[src/rtl/systolic_array_controller.sv]
// Sequencer for one weight-stationary pass: weight load, ifmap streaming with stalls, drain.
// Optional feature macro: PERF_CNT_EN (16-bit saturating stall counter on stall_cnt).
module systolic_array_controller #(
  parameter int unsigned ARRAY_HEIGHT = 4,
  parameter int unsigned ARRAY_WIDTH  = 4,
  parameter int unsigned OUT_LATENCY  = ARRAY_HEIGHT + ARRAY_WIDTH - 1,
  parameter int unsigned CNT_WIDTH    = 8,
  localparam int unsigned ROW_W = (ARRAY_HEIGHT > 1) ? $clog2(ARRAY_HEIGHT) : 1
) (
  input  logic                    clk,
  input  logic                    rst,
  input  logic                    start,
  input  logic [CNT_WIDTH-1:0]    num_vec,
  output logic                    busy,
  output logic                    done,
  output logic                    weight_en,
  output logic [ARRAY_HEIGHT-1:0] weight_wen,
  output logic [ROW_W-1:0]        weight_row,
  output logic                    en,
  input  logic                    ifmap_valid,
  output logic                    ifmap_pop,
  output logic                    ofmap_valid,
  output logic [15:0]             stall_cnt
);

  typedef enum logic [2:0] {
    S_IDLE,
    S_LOAD_W,
    S_STREAM,
    S_DRAIN,
    S_FIN
  } state_e;

  state_e                 state_q, state_d;
  logic [CNT_WIDTH-1:0]   num_vec_q, num_vec_d;
  logic [ROW_W-1:0]       row_q, row_d;
  logic [CNT_WIDTH-1:0]   in_cnt_q, in_cnt_d;
  logic [CNT_WIDTH-1:0]   out_cnt_q, out_cnt_d;
  logic [OUT_LATENCY-1:0] line_q, line_d;

  // State and counter registers
  always_ff @(posedge clk) begin
    if (rst) begin
      state_q   <= S_IDLE;
      num_vec_q <= '0;
      row_q     <= '0;
      in_cnt_q  <= '0;
      out_cnt_q <= '0;
      line_q    <= '0;
    end else begin
      state_q   <= state_d;
      num_vec_q <= num_vec_d;
      row_q     <= row_d;
      in_cnt_q  <= in_cnt_d;
      out_cnt_q <= out_cnt_d;
      line_q    <= line_d;
    end
  end

  // Next-state logic and output decode
  always_comb begin
    state_d     = state_q;
    num_vec_d   = num_vec_q;
    row_d       = row_q;
    in_cnt_d    = in_cnt_q;
    out_cnt_d   = out_cnt_q;
    line_d      = line_q;
    busy        = (state_q != S_IDLE);
    done        = 1'b0;
    weight_en   = 1'b0;
    weight_wen  = '0;
    weight_row  = '0;
    en          = 1'b0;
    ifmap_pop   = 1'b0;
    ofmap_valid = 1'b0;

    case (state_q)
      S_IDLE: begin
        if (start) begin
          num_vec_d = num_vec;
          row_d     = '0;
          in_cnt_d  = '0;
          out_cnt_d = '0;
          line_d    = '0;
          state_d   = (num_vec == '0) ? S_FIN : S_LOAD_W;
        end
      end
      S_LOAD_W: begin
        weight_en  = 1'b1;
        weight_wen = ARRAY_HEIGHT'(1) << row_q;
        weight_row = row_q;
        row_d      = row_q + ROW_W'(1);
        if (row_q == ROW_W'(ARRAY_HEIGHT - 1)) begin
          state_d = S_STREAM;
        end
      end
      S_STREAM: begin
        weight_en = 1'b1;
        en        = ifmap_valid;
        ifmap_pop = ifmap_valid;
        if (ifmap_valid) begin
          in_cnt_d = in_cnt_q + CNT_WIDTH'(1);
          if (in_cnt_d == num_vec_q) begin
            state_d = S_DRAIN;
          end
        end
      end
      S_DRAIN: begin
        weight_en = 1'b1;
        en        = 1'b1;
      end
      S_FIN: begin
        done    = 1'b1;
        state_d = S_IDLE;
      end
      default: state_d = S_IDLE;
    endcase

    // Valid tracking advances in lockstep with the array, so stalls keep results aligned
    ofmap_valid = en & line_q[OUT_LATENCY-1];
    if (en) begin
      line_d = {line_q[OUT_LATENCY-2:0], ifmap_pop};
    end
    if (ofmap_valid) begin
      out_cnt_d = out_cnt_q + CNT_WIDTH'(1);
      if ((state_q == S_DRAIN) && (out_cnt_d == num_vec_q)) begin
        state_d = S_FIN;
      end
    end
  end

`ifdef PERF_CNT_EN
  logic [15:0] stall_cnt_q, stall_cnt_d;

  // Saturating count of starved STREAM cycles; held after done until next start
  always_comb begin
    stall_cnt_d = stall_cnt_q;
    if ((state_q == S_IDLE) && start) begin
      stall_cnt_d = '0;
    end else if ((state_q == S_STREAM) && !ifmap_valid && (stall_cnt_q != 16'hFFFF)) begin
      stall_cnt_d = stall_cnt_q + 16'd1;
    end
  end

  always_ff @(posedge clk) begin
    if (rst) begin
      stall_cnt_q <= '0;
    end else begin
      stall_cnt_q <= stall_cnt_d;
    end
  end

  assign stall_cnt = stall_cnt_q;
`else
  assign stall_cnt = 16'd0;
`endif

endmodule
[config.mk]
export PLATFORM = sky130hd
export DESIGN_NAME = systolic_array_controller
export DESIGN_NICKNAME = d
export VERILOG_FILES = /design/src/rtl/systolic_array_controller.sv
export SDC_FILE = /design/constraint.sdc
export NUM_CORES = 1
export LEC_CHECK = 0
export BUFFER_PORTS_ARGS = -buffer_cell sky130_fd_sc_hd__buf_2
export CORE_ASPECT_RATIO = 0.5
export CORE_MARGIN = 2
export CORE_UTILIZATION = 45
export CTS_CLUSTER_SIZE = 16
export DETAILED_ROUTE_END_ITERATION = 10
export PLACE_DENSITY = 0.75
export RECOVER_POWER = 50
export SYNTH_ARGS = -nofsm -noshare
export SYNTH_HDL_FRONTEND = slang
export SYNTH_SLANG_ARGS = --single-unit
[constraint.sdc]
create_clock -name clk -period 1.8 [get_ports clk]
set_input_delay 0 -clock clk [delete_from_list [all_inputs] [get_ports clk]]
set_output_delay 0 -clock clk [all_outputs]
set_load 0.02 [all_outputs]
* Word level (Yosys, flattened, before mapping)
Index checks and enable logic that the tools add are counted. W data, S select, Z words.
Word-level totals: bits in registers 36, input bits 12, output and inout port bits 28, logic and storage cells 60
Operators by class: add/sub/neg operators 3, equal/unequal tests 9, shift-type cells 1, muxes and demuxes 24, bitwise operators 1, reductions and logical operators 16
Operators by type and width (count):
- $mux W8 | 4
- $mux W3 | 7
- $mux W7 | 3
- $add A8 B1 Y8 const B | 2
- $eq A8 B8 Y1 | 2
- $pmux W8 S2 | 1
- $pmux W3 S4 | 1
- $reduce_bool A2 Y1 | 6
- $logic_not A8 Y1 | 1
- $reduce_and A2 Y1 | 4
- $eq A3 B2 Y1 const B | 2
- $mux W2 | 2
- $mux W4 | 1
- $ne A2 B2 Y1 const B | 2
- $pmux W2 S2 | 1
- $shl A1 B2 Y4 const A | 1
- $eq A3 B1 Y1 const B | 1
- $eq A3 B3 Y1 const B | 1
- $logic_not A3 Y1 | 1
- $mux W1 | 3
- $reduce_and A3 Y1 | 1
- $reduce_bool A3 Y1 | 1
- $reduce_or A3 Y1 | 1
- $add A2 B1 Y2 const B | 1
- other kinds (4) | 4

* Logic depth before layout (Yosys ltp)
word-level depth 7, gate-level depth with buffers 7, gate-level depth less buffers 7

* Worst setup path before layout
OpenSTA, ideal clock, no wires.
path kind register to register, start register in_cnt_q[0], end register state_q[0], library setup time 70 ps, arrival 1755 ps, data required time 1730 ps, slack -25 ps, stages on the path, launching flop included 8, path buffers 0, clock period less this slack 1825 ps, cell sequence dfxtp_1 -> ha_1 -> nand3_1 -> nor2_1 -> xor2_1 -> mux2_2 -> a211o_1 -> a21oi_1
On the way: word-level cells in the longest chain between the ends 7
RTL lines:
- start: declaration | line 37 | logic [CNT_WIDTH-1:0] in_cnt_q, in_cnt_d;
- start signal: assignment | line 54 | in_cnt_q <= in_cnt_d;
- $add A8 B1 Y8 * | line 102 | in_cnt_d = in_cnt_q + CNT_WIDTH'(1);
- $eq A8 B8 Y1 * | line 103 | if (in_cnt_d == num_vec_q) begin
- $mux W3 * | line 103
- $mux W3 * | line 101 | if (ifmap_valid) begin
- $pmux W3 S4 * | line 77 | case (state_q)
- $mux W3 | line 126 | if ((state_q == S_DRAIN) && (out_cnt_d == num_vec_q)) begin
- $mux W3 * | line 124 | if (ofmap_valid) begin
- end signal: assignment | line 51 | state_q <= state_d;
- end: declaration | line 34 | state_e state_q, state_d;
Every way passes the cells marked *; elsewhere a longest branch is shown, timed or not. A chain may end at the register's enable or synchronous reset.

* Worst setup path after layout
start register state_q[2], end register state_q[0]
On the way: word-level cells in the longest chain between the ends 4, elaborated cells on any way between the ends 10, classes of those cells eq/ne: 3; mux: 4; bitwise: 1; reduce/logical: 2
RTL lines (line):
- $eq A3 B2 Y1 (tied with other cells) | 77, 126
- $pmux W3 S4 (tied with other cells) | 77
- $mux W3 or $and A1 B1 Y1 (tied branches) | 126, 120
- $mux W3 * | 124
Marks and branches as above.

==> flow_summary_export.csv <==
group,metric,value,unit
synth,synth-seq-cells,36,
cells_and_area,drive_above_1_share,0.208,
global_routing,grt_util_met3,0.0476,
setup_path,crit_arrival,2020,ps
power,vdd_drop_max,0.000347,V
cts,cts_tree,"done",
setup_path,cp_data_required_time,2030,ps
placement,io_buffers,23,
drt,num_vias,2350,
global_routing,grt_pass1_vias,1919,
cts,cts_max_path_buffers,2,
cts,clock_latency,290,ps
drt,drtPass1Iterations,6,
timing,finalHoldViolCount,0,
synth,ys_types,50,
cts,numCtsBuffers,5,
placement,place.gp.congestion,0.910,
cells_and_area,n_fill_cell,433,
cells_and_area,stdcell_area,2740,um^2
global_routing,grt.met1_usage,0.260,
synth,synth_edf_count,0,
cts,cts-root-buf,"clkbuf_8",
global_routing,grt.total_usage,0.204,
floorplanning,core_area,4890,um^2
floorplanning,die_w,104,um
global_routing,grt_max_degree,25,
global_routing,overflow,0,
timing,grt_setup_unrepaired,"yes",
drt,wl_per_cell,14.0,um
cells_and_area,post-route-util,0.561,
global_routing,use_met2,0.351,
timing,period_share,0.996,
synth,postSynth.asyncResetShare,0,
timing,max_freq,0.558,GHz
power,cellPowerDensity,648,nW/um^2
cts,path_clk_slew,70,ps
synth,synthFlopType,"dfxtp_1",
worst_hold_path,hold_class,"in2reg",
drt,wl,5.89,mm
floorplanning,start_util,0.464,
synth,avgSynthCellArea,7.37,um^2
synth,seq_area_frac_synth,0.318,
setup_path,critPathCaptureType,"register",
cells_and_area,diodes,0,
timing,fin_skew,3.50,ps
cts,cts.htree.levels,2,
cts,cts_sinks,36,
floorplanning,rows,18,
power,p_leak,0.00109,uW
cells_and_area,nets,368,
timing,whs,119,ps
setup_path,reg2reg_depth,6,
drt,drtAntennaViolNets,0,
setup_path,start_kind,"register",
cts,postCtsSetupBuffers,0,
synth,netlist_instances,308,
placement,dpl_cell_area,2490,um^2
setup_path,critical_path_class,"reg2reg",
cells_and_area,final-seq-area,734,um^2
drt,drc_errors,0,
floorplanning,die_h,54.2,um
synth,yosys.area.top_type,"dfxtp_1",
synth,synth_warnings,0,
timing,setup_viol,0,
worst_hold_path,whs_path_depth,2,
synth,synth_area,2270,um^2
cells_and_area,multi_input_area,1440,um^2
drt,drt-initial-drc-count,284,
global_routing,grt.busiest_layer,"met2",
synth,synth_top_area_share,0.318,
placement,dp_hpwl,4.04,mm
timing,slew_viol_final,0,
global_routing,grt_pass1_wl,9.07,mm
status,outcome,"completed",
cells_and_area,synthToLayoutAreaGrowth,20.7,%
setup_path,path_max_fanout,6,
setup_path,ff2ff_setup_slack,8,ps
timing,finalCriticalPeriod,1790,ps
synth,synthTopCellsByArea,"dfxtp_1 (32%), a21oi_1 (7.9%), nand2_1 (6.3%)",
job,drv_cap,0,
timing,timing.setup.tns,0,ps
floorplanning,dieArea,5660,um^2
global_routing,antenna_found_initial,0,
drt,vias_per_cell,5.58,
floorplanning,pin_count,40,
==> worst max-delay path, stage by stage, from the launching register on <==
cell	delay [ps]
dfxtp_4	370
and2b_2	230
nand3b_1	150
a2111oi_2	410
o211ai_1	170
a211o_1	260
a21oi_1	130
==> layer usage <==
layer  part of all wire  vias to the layer above
met2               0.47                      126
met3              0.084                       24
met1               0.42                     1086
li1                   -                     1114
met4              0.020                        0
met5                  0                        -
==> layout make-up <==
cell class | instances | area share
inverter | 9 | 0.0137
multi-input combinational | 248 | 0.524
clock inverter | 2 | 0.0128
clock buffer | 6 | 0.0265
sequential | 36 | 0.268
timing repair buffer | 50 | 0.123
tap | 70 | 0.0320
==> kinds of logic after synthesis <==
family	count (synthesis)	synth area share
compound gates	72	0.185
other cells	1	0.00165
xor+xnor	14	0.0540
buf+inv	39	0.0965
flops	36	0.318
simple gates	137	0.299
fa+ha+maj	7	0.0375
mux	2	0.00937
==> where the power goes <==
group	total (uW)	internal (uW)	switching (uW)
Sequential	834	810	24.0
Combinational	229	82.9	146
Clock	713	411	302
Total	1780	1300	472
==> cells in the mapped netlist, drive strengths merged, types with 2 or more instances <==
cell type  count
nor2b          3
xnor2          6
a21oi         36
dfxtp         36
o2111ai        2
o21a           2
inv            7
clkbuf        10
buf           20
nand4          2
nand3         17
a211o          2
and2          11
o21ai         18
nor3           9
nand2         39
nand3b         2
ha             6
nor2          30
and3           2
or3            5
xor2           8
a31oi          4
a22oi          2
nand2b         7
clkinv         2
nor4           4
==> through the flow <==
stage	total power [uW]	setup WS, ps	cells
CTS	1780	29.7	421
finish	1780	7.72	421
floorplan	1020	52.2	323
global route	1840	-66.9	421
global placement	1050	41.9	405
detailed placement	1060	6.95	405
==> repair_timing <==
item                                    CTS  global route
endpoints found under the setup margin    2            14
gates resized for setup                   3            22
hold buffers                              8             0
hold endpoints to repair                  8             0
pin swaps                                 0            10
==> path summary, 6_finish.rpt <==
check,end,start
max,state_q[0],state_q[2]
min,row_q[1],rst
max reg2reg,state_q[0],state_q[2]
min reg2reg,line_q[4],line_q[3]
==> cells in the final DEF, fill, tap and decap left out, types with 3 or more instances in the layout <==
cell,instances
nand2b_1,7
nand2_1,38
and2_1,10
nor4_1,4
buf_4,18
ha_1,4
conb_1,16
xnor2_1,6
or3_1,4
clkbuf_1,4
o21ai_0,15
dlygate4sd3_1,8
inv_1,7
nor2_1,28
o21ai_1,3
nor3_1,9
clkbuf_8,5
buf_2,20
xor2_1,7
dfxtp_1,27
dfxtp_2,8
a31oi_1,4
nand3_1,15
a21oi_1,36
==> sequential cells by signal, summed over array words and instances (netlist names) <==
| register | count |
|---|---|
| line_q | 7 |
| state_q | 3 |
| in_cnt_q | 8 |
| row_q | 2 |
| out_cnt_q | 8 |
| num_vec_q | 8 |
No activity file was read; power rests on OpenSTA's default activity.
